[src/rtl/sgmii_reg_init_master.sv]
// Wishbone initiator that boots the SGMII PCS register block (mode, link timer,
// Reg4, Reg0), polls status for link-up, then serves single host register accesses.
module sgmii_reg_init_master #(
    parameter logic [15:0] pModeReg    = 16'h0001,
    parameter logic [20:0] pLinkTimer  = 21'h30D40,
    parameter logic [15:0] pReg4       = 16'h0000,
    parameter logic [15:0] pReg0       = 16'h1200,
    parameter int          pAckTimeout = 16,
    parameter int          pPollGap    = 1024,
    parameter int          pPollMax    = 255
) (
    input  logic        i_Clk,
    input  logic        i_RstLogic_L,
    output logic        o_Cyc,
    output logic        o_Stb,
    output logic        o_WEn,
    output logic [7:0]  o8_Addr,
    output logic [31:0] o32_WrData,
    input  logic [31:0] i32_RdData,
    input  logic        i_Ack,
    input  logic        i_CmdValid,
    output logic        o_CmdReady,
    input  logic        i_CmdWEn,
    input  logic [4:0]  i5_CmdReg,
    input  logic [15:0] i16_CmdWrData,
    output logic        o_RspValid,
    output logic [15:0] o16_RspData,
    output logic        o_RspErr,
    output logic        o_BootDone,
    output logic        o_BootErr,
    output logic        o_LinkUp
);

    typedef enum logic [3:0] {
        BOOT_ISSUE, BOOT_WAIT, BOOT_GAP, POLL_GAP, POLL_ISSUE, POLL_WAIT,
        DONE, READY, HOST_WAIT, HOST_RSP
    } state_t;

    localparam logic [15:0] ACK_LAST  = 16'(pAckTimeout - 1);
    localparam logic [15:0] GAP_LAST  = 16'(pPollGap - 1);
    localparam logic [7:0]  POLL_LAST = 8'(pPollMax);
    localparam logic [2:0]  BOOT_LAST = 3'd4;

    state_t      state_q, state_d;
    logic        stb_q, stb_d;
    logic        wen_q, wen_d;
    logic [4:0]  reg_q, reg_d;
    logic [15:0] wdata_q, wdata_d;
    logic [15:0] cnt_q, cnt_d;
    logic [2:0]  idx_q, idx_d;
    logic [7:0]  poll_q, poll_d;
    logic        rsp_valid_q, rsp_valid_d;
    logic [15:0] rsp_data_q, rsp_data_d;
    logic        rsp_err_q, rsp_err_d;
    logic        boot_done_q, boot_done_d;
    logic        boot_err_q, boot_err_d;
    logic        link_up_q, link_up_d;

    logic        ack_hit, ack_tmo, link_ok;
    logic [7:0]  poll_inc;
    logic [4:0]  boot_reg;
    logic [15:0] boot_data;
    logic        unused_rd_hi;

    assign unused_rd_hi = ^i32_RdData[31:16];

    // Ack wins over a timeout landing in the same cycle; Ack with Stb low is ignored.
    assign ack_hit  = stb_q & i_Ack;
    assign ack_tmo  = stb_q & ~i_Ack & (cnt_q == ACK_LAST);
    assign link_ok  = i32_RdData[2] & (i32_RdData[5] | ~pReg0[12]);
    assign poll_inc = poll_q + 8'd1;

    always_comb begin
        boot_reg  = 5'h00;
        boot_data = pReg0;
        unique case (idx_q)
            3'd0:    begin boot_reg = 5'h1F; boot_data = pModeReg;                  end
            3'd1:    begin boot_reg = 5'h08; boot_data = pLinkTimer[15:0];          end
            3'd2:    begin boot_reg = 5'h09; boot_data = {11'h0, pLinkTimer[20:16]}; end
            3'd3:    begin boot_reg = 5'h04; boot_data = pReg4;                     end
            default: begin boot_reg = 5'h00; boot_data = pReg0;                     end
        endcase
    end

    always_ff @(posedge i_Clk) begin
        if (!i_RstLogic_L) begin
            state_q     <= BOOT_ISSUE;
            stb_q       <= 1'b0;
            wen_q       <= 1'b0;
            reg_q       <= 5'h00;
            wdata_q     <= 16'h0000;
            cnt_q       <= 16'h0000;
            idx_q       <= 3'd0;
            poll_q      <= 8'h00;
            rsp_valid_q <= 1'b0;
            rsp_data_q  <= 16'h0000;
            rsp_err_q   <= 1'b0;
            boot_done_q <= 1'b0;
            boot_err_q  <= 1'b0;
            link_up_q   <= 1'b0;
        end else begin
            state_q     <= state_d;
            stb_q       <= stb_d;
            wen_q       <= wen_d;
            reg_q       <= reg_d;
            wdata_q     <= wdata_d;
            cnt_q       <= cnt_d;
            idx_q       <= idx_d;
            poll_q      <= poll_d;
            rsp_valid_q <= rsp_valid_d;
            rsp_data_q  <= rsp_data_d;
            rsp_err_q   <= rsp_err_d;
            boot_done_q <= boot_done_d;
            boot_err_q  <= boot_err_d;
            link_up_q   <= link_up_d;
        end
    end

    always_comb begin
        state_d = state_q;
        unique case (state_q)
            BOOT_ISSUE: state_d = BOOT_WAIT;
            BOOT_WAIT:  if (ack_hit) state_d = BOOT_GAP;
                        else if (ack_tmo) state_d = DONE;
            BOOT_GAP:   state_d = (idx_q == BOOT_LAST) ? POLL_GAP : BOOT_ISSUE;
            POLL_GAP:   if (cnt_q == GAP_LAST) state_d = POLL_ISSUE;
            POLL_ISSUE: state_d = POLL_WAIT;
            POLL_WAIT:  if (ack_hit) state_d = (link_ok || poll_inc == POLL_LAST) ? DONE : POLL_GAP;
                        else if (ack_tmo) state_d = DONE;
            DONE:       state_d = READY;
            READY:      if (i_CmdValid) state_d = HOST_WAIT;
            HOST_WAIT:  if (ack_hit || ack_tmo) state_d = HOST_RSP;
            HOST_RSP:   state_d = READY;
            default:    state_d = BOOT_ISSUE;
        endcase
    end

    always_comb begin
        stb_d       = stb_q;
        wen_d       = wen_q;
        reg_d       = reg_q;
        wdata_d     = wdata_q;
        cnt_d       = cnt_q;
        idx_d       = idx_q;
        poll_d      = poll_q;
        rsp_valid_d = 1'b0;
        rsp_data_d  = rsp_data_q;
        rsp_err_d   = rsp_err_q;
        boot_done_d = boot_done_q;
        boot_err_d  = boot_err_q;
        link_up_d   = link_up_q;
        unique case (state_q)
            BOOT_ISSUE: begin
                stb_d   = 1'b1;
                wen_d   = 1'b1;
                reg_d   = boot_reg;
                wdata_d = boot_data;
                cnt_d   = 16'h0000;
            end
            BOOT_WAIT: begin
                if (ack_hit) stb_d = 1'b0;
                else if (ack_tmo) begin
                    stb_d      = 1'b0;
                    boot_err_d = 1'b1;
                end else cnt_d = cnt_q + 16'd1;
            end
            BOOT_GAP: begin
                idx_d = idx_q + 3'd1;
                cnt_d = 16'h0000;
            end
            POLL_GAP: cnt_d = cnt_q + 16'd1;
            POLL_ISSUE: begin
                stb_d   = 1'b1;
                wen_d   = 1'b0;
                reg_d   = 5'h01;
                wdata_d = 16'h0000;
                cnt_d   = 16'h0000;
            end
            POLL_WAIT: begin
                if (ack_hit) begin
                    stb_d     = 1'b0;
                    cnt_d     = 16'h0000;
                    link_up_d = link_ok;
                    if (!link_ok) begin
                        poll_d = poll_inc;
                        if (poll_inc == POLL_LAST) boot_err_d = 1'b1;
                    end
                end else if (ack_tmo) begin
                    stb_d      = 1'b0;
                    boot_err_d = 1'b1;
                end else cnt_d = cnt_q + 16'd1;
            end
            DONE: boot_done_d = 1'b1;
            READY: begin
                // Request fields are captured here, so later host changes are harmless.
                if (i_CmdValid) begin
                    stb_d   = 1'b1;
                    wen_d   = i_CmdWEn;
                    reg_d   = i5_CmdReg;
                    wdata_d = i_CmdWEn ? i16_CmdWrData : 16'h0000;
                    cnt_d   = 16'h0000;
                end
            end
            HOST_WAIT: begin
                if (ack_hit) begin
                    stb_d       = 1'b0;
                    rsp_valid_d = 1'b1;
                    rsp_err_d   = 1'b0;
                    rsp_data_d  = wen_q ? 16'h0000 : i32_RdData[15:0];
                    if (!wen_q && reg_q == 5'h01) link_up_d = link_ok;
                end else if (ack_tmo) begin
                    stb_d       = 1'b0;
                    rsp_valid_d = 1'b1;
                    rsp_err_d   = 1'b1;
                    rsp_data_d  = 16'h0000;
                end else cnt_d = cnt_q + 16'd1;
            end
            default: ;
        endcase
    end

    assign o_Cyc       = stb_q;
    assign o_Stb       = stb_q;
    assign o_WEn       = wen_q;
    assign o8_Addr     = {1'b0, reg_q, 2'b00};
    assign o32_WrData  = {16'h0000, wdata_q};
    assign o_CmdReady  = (state_q == READY);
    assign o_RspValid  = rsp_valid_q;
    assign o16_RspData = rsp_data_q;
    assign o_RspErr    = rsp_err_q;
    assign o_BootDone  = boot_done_q;
    assign o_BootErr   = boot_err_q;
    assign o_LinkUp    = link_up_q;

endmodule

[config.mk]
export PLATFORM = sky130hd
export DESIGN_NAME = sgmii_reg_init_master
export DESIGN_NICKNAME = d
export VERILOG_FILES = /design/src/rtl/sgmii_reg_init_master.sv
export SDC_FILE = /design/constraint.sdc
export NUM_CORES = 1
export LEC_CHECK = 0
export CAP_MARGIN = 5
export CELL_PAD_IN_SITES_DETAIL_PLACEMENT = 1
export CELL_PAD_IN_SITES_GLOBAL_PLACEMENT = 2
export CORE_ASPECT_RATIO = 0.8
export CORE_MARGIN = 5
export CORE_UTILIZATION = 27
export DETAILED_ROUTE_END_ITERATION = 12
export PLACE_DENSITY = 0.83
export SLEW_MARGIN = 20
export SYNTH_ARGS = -nofsm -noshare
export SYNTH_HDL_FRONTEND = slang
export SYNTH_SLANG_ARGS = --single-unit
[constraint.sdc]
create_clock -name i_Clk -period 2.4 [get_ports i_Clk]
set_input_delay 0.48 -clock i_Clk [delete_from_list [all_inputs] [get_ports i_Clk]]
set_output_delay 0.48 -clock i_Clk [all_outputs]
set_load 0.05 [all_outputs]
==> results by group, run 1 <==
Drt
  • Vias: 3,696
  • Wire per inst: 15.8 um
  • Post-route ant nets: 0
  • Residual DRC: 0
  • WL final: 11.8 mm
  • Drt first pass iters: 4
  • Post-DR vias/cell: 4.93
  • Initial DRC Count: 139

Power
  • Sw Share: 30.0%
  • Clk pwr share: 41.5%
  • Static leakage: 1.96 nW
  • Power share of the sequential group: 41.9%
  • Combinational share of power: 16.6%
  • Worst VDD drop: 0.000311 V
  • Pwr/cell area: 588 nW/um^2
  • Pint: 2.19 mW
  • Net switching power: 0.939 mW

Timing
  • Hold_ws: 468 ps
  • Final Hold Viols: 0
  • Finish-stage setup viols: 0
  • Max Slew Vio Count: 0
  • Slew @ Worst Pin: 712 ps
  • Setup ws final: 119 ps
  • Max frequency: 438 MHz
  • Share of the clock period used by the worst path: 95.0%
  • Final Skew: 9.13 ps
  • Unrepaired setup endpoints after global routing: false
  • Rel. slew slack: 52.4%
  • Fin crit period: 2280 ps

Worst setup path
  • Family with the most delay on the worst path: flip-flops
  • CP startpoint kind: flop
  • Cell count of the worst reg-to-reg path: 6
  • CP Buf/Inv Count: 3
  • Worst path slowest cell: dfxtp_1
  • Reg-to-Reg Start: state_q[0]
  • Crit. path cell count: 4
  • CP endpoint kind: primary output
  • Crit path required time: 1920 ps
  • Cells along the critical path: buf_4 > and4b_1 > buf_4 > buf_12
  • Critical Setup Path Class: reg -> out
  • Most used cell, CP: buf_4
  • CP startpoint: state_q[0]
  • R2r setup slk: 150 ps
  • Worst path arrival time: 1800 ps
  • Critical R2R Capture: cnt_q[15]
  • Crit Path Max Fanout: 14
  • Largest stage delay on the critical path: 640 ps

Hold path
  • Hold Startpoint: wdata_q[4]
  • Worst hold path type: reg -> reg
  • Hold Path Stages: 2
  • Worst hold endpoint: wdata_q[4]

Clock network
  • Setup Buffers After CTS: 0
  • CTS resizes: 0
  • CTS buffer count: 9
  • Worst-path clk slew: 70 ps
  • Clock root cell: clkbuf_16
  • H-tree levels: 3
  • CTS tree: yes
  • Clk_lat worst skew: 340 ps
  • Clk buf depth: 2
  • Sink Count: 75
  • Hold_buf cts: 0

Finish
  • Final core occ: 37.5%
  • Layout cells sized above 1: 11.9%
  • Fillers: 1,666
  • Non-Filler Instances: 749
  • N_diodes: 0
  • Area Growth Syn to Fin: 37.4%
  • Area of the multi-input gates: 2130 sq um
  • Reg area: 1500 sq um
  • Nets: 626
  • Final instance area: 5330 sq um

Placed design
  • Gpl congestion: 0.825
  • HPWL after DPL: 9.03 mm
  • Port buffer count: 87
  • Placed Area: 5040 sq um
  • Placed cells: 733
  • Pre-CTS setup slack: -114 ps

Global route
  • Total congestion overflow: 0
  • Largest net degree at the start of global routing: 32
  • First-pass GRT wire length: 19.3 mm
  • Number of global-route vias before repair: 3,800
  • Global Route Usage Sum: 14.3%
  • Antenna violations before repair: 0

Die
  • Boundary Pins: 123
  • Die width: 144 um
  • Initial Utilization: 27.3%
  • Core Area: 14,200 sq um
  • Die H: 117 um
  • Rows: 39
  • Die area: 16,900 sq um

Run
  • Max Cap Viol: 0

Yosys
  • Distinct cells, synth: 63
  • Mapped Cells: 456
  • Post-synth top flop: dfxtp_1
  • Share of flip-flops with an asynchronous set or reset: 0%
  • Post-synth EDFFs: 0
  • Register area share after synthesis: 38.7%
  • Syn avg cell area: 8.51 sq um
  • Ys Warns: 0
  • FF+latch count, synth: 75
  • Synthesized area: 3880 sq um

Outcome
  • Outcome: finished clean
## synth_stat cells, drive strengths merged, types with 3 or more instances
cell    instances  area, sq um
buf            32          233
nand2          47          176
xor2            3         26.3
ha              8          100
clkbuf         15         56.3
a21oi          34          170
nand3b          3         22.5
nor2b          11         68.8
dfxtp          75         1500
and3            7         43.8
nand3          21          105
nand4           9         56.3
o21a            4         30.0
inv             7         26.3
nor3            8         45.0
and2           14         87.6
xnor2           6         52.6
o21ai          38          194
a221oi          3         43.8
mux2i           3         30.0
a21boi         15          113
nor2           15         56.3
nor4            4         31.3
o31ai           4         30.0
or2             4         25.0
a21o            3         22.5
o211a           5         50.1
nand2b          4         25.0
or4             4         30.0
a22o           11         96.3
or3             8         50.1
## routing by layer
layer  wire length [um]  GRT usage, %  part of all wire (%)
met1               5760          19.3                    49
met2               5100          22.0                    43
met3                774          3.57                   6.5
met4                202          5.40                   1.7
met5                  0             0                     0
## cells by family (layout without fill, tap and decap cells)
| group | after synthesis | count (layout) | synth area share, % |
|---|---|---|---|
| AO/OA/AOI/OAI | 135 | 135 | 23.5 |
| XOR/XNOR | 9 | 9 | 2.03 |
| adder cells (fa/ha/maj) | 8 | 8 | 2.58 |
| buffers and inverters | 54 | 145 | 8.13 |
| flip-flops | 75 | 75 | 38.7 |
| multiplexers | 3 | 3 | 0.774 |
| other | 1 | 19 | 0.0967 |
| AND/OR/NAND/NOR | 171 | 171 | 24.1 |
## through the flow
step	TNS, ps	power [mW]
global placement	-233	1.85
finish	0	3.13
detailed placement	-800	1.86
global route	0	3.27
CTS	0	3.18
floorplan	0	1.66
## power groups by stage
stage	clock network, mW	registers, mW	logic [mW]
floorplan	0	1.41	0.255
global placement	0	1.34	0.512
detailed placement	0	1.34	0.521
CTS	1.35	1.31	0.524
global route	1.39	1.32	0.559
finish	1.30	1.31	0.521
## how the worst max path moves through the flow
| stage | end | slack (ps) |
|---|---|---|
| after floorplan | poll_q[5] | 160 |
| after global placement | cnt_q[15] | -110 |
| after detailed placement | cnt_q[15] | -110 |
| after CTS | o_CmdReady | 120 |
| after global routing | cnt_q[12] | 50 |
| final | o_CmdReady | 120 |
## cells in the final DEF, fill, tap and decap left out, types with 11 or more instances in the layout
cell / instances
o21ai_0: 37
nor2b_1: 11
nand3_1: 21
clkdlybuf4s50_1: 85
nand2_1: 47
and2_1: 14
a21boi_0: 15
conb_1: 19
dfxtp_1: 75
a22o_1: 11
a21oi_1: 33
buf_4: 34
nor2_1: 15
## state kept, by name (all words and copies together), names as in the netlist, 3 cells and up
name,count
wdata_q,16
poll_q,8
idx_q,3
cnt_q,16
reg_q,5
state_q,4
o16_RspData,16
## cell type report
cell class	count	area share, %
timing repair buffer	122	21.6
multi-input combinational	345	40.0
sequential	75	28.2
inverter	7	0.493
clock buffer	9	4.23
tap	184	4.32
clock inverter	7	1.13
## worst register-to-register path: stages (launching register included)
cell and delay, ps:
dfxtp_1 640, nor2b_1 380, o32a_1 250, o32ai_2 100, buf_4 170, or4_1 490, a21oi_1 150
Note: power is estimated with default switching activity, not from simulation.
==> inputs of run 2 (changes only) <==
Settings changed: CAP_MARGIN 5 to 25.
==> results of run 2 <==
The final DEF is identical to that of run 1; final timing and power are the same.
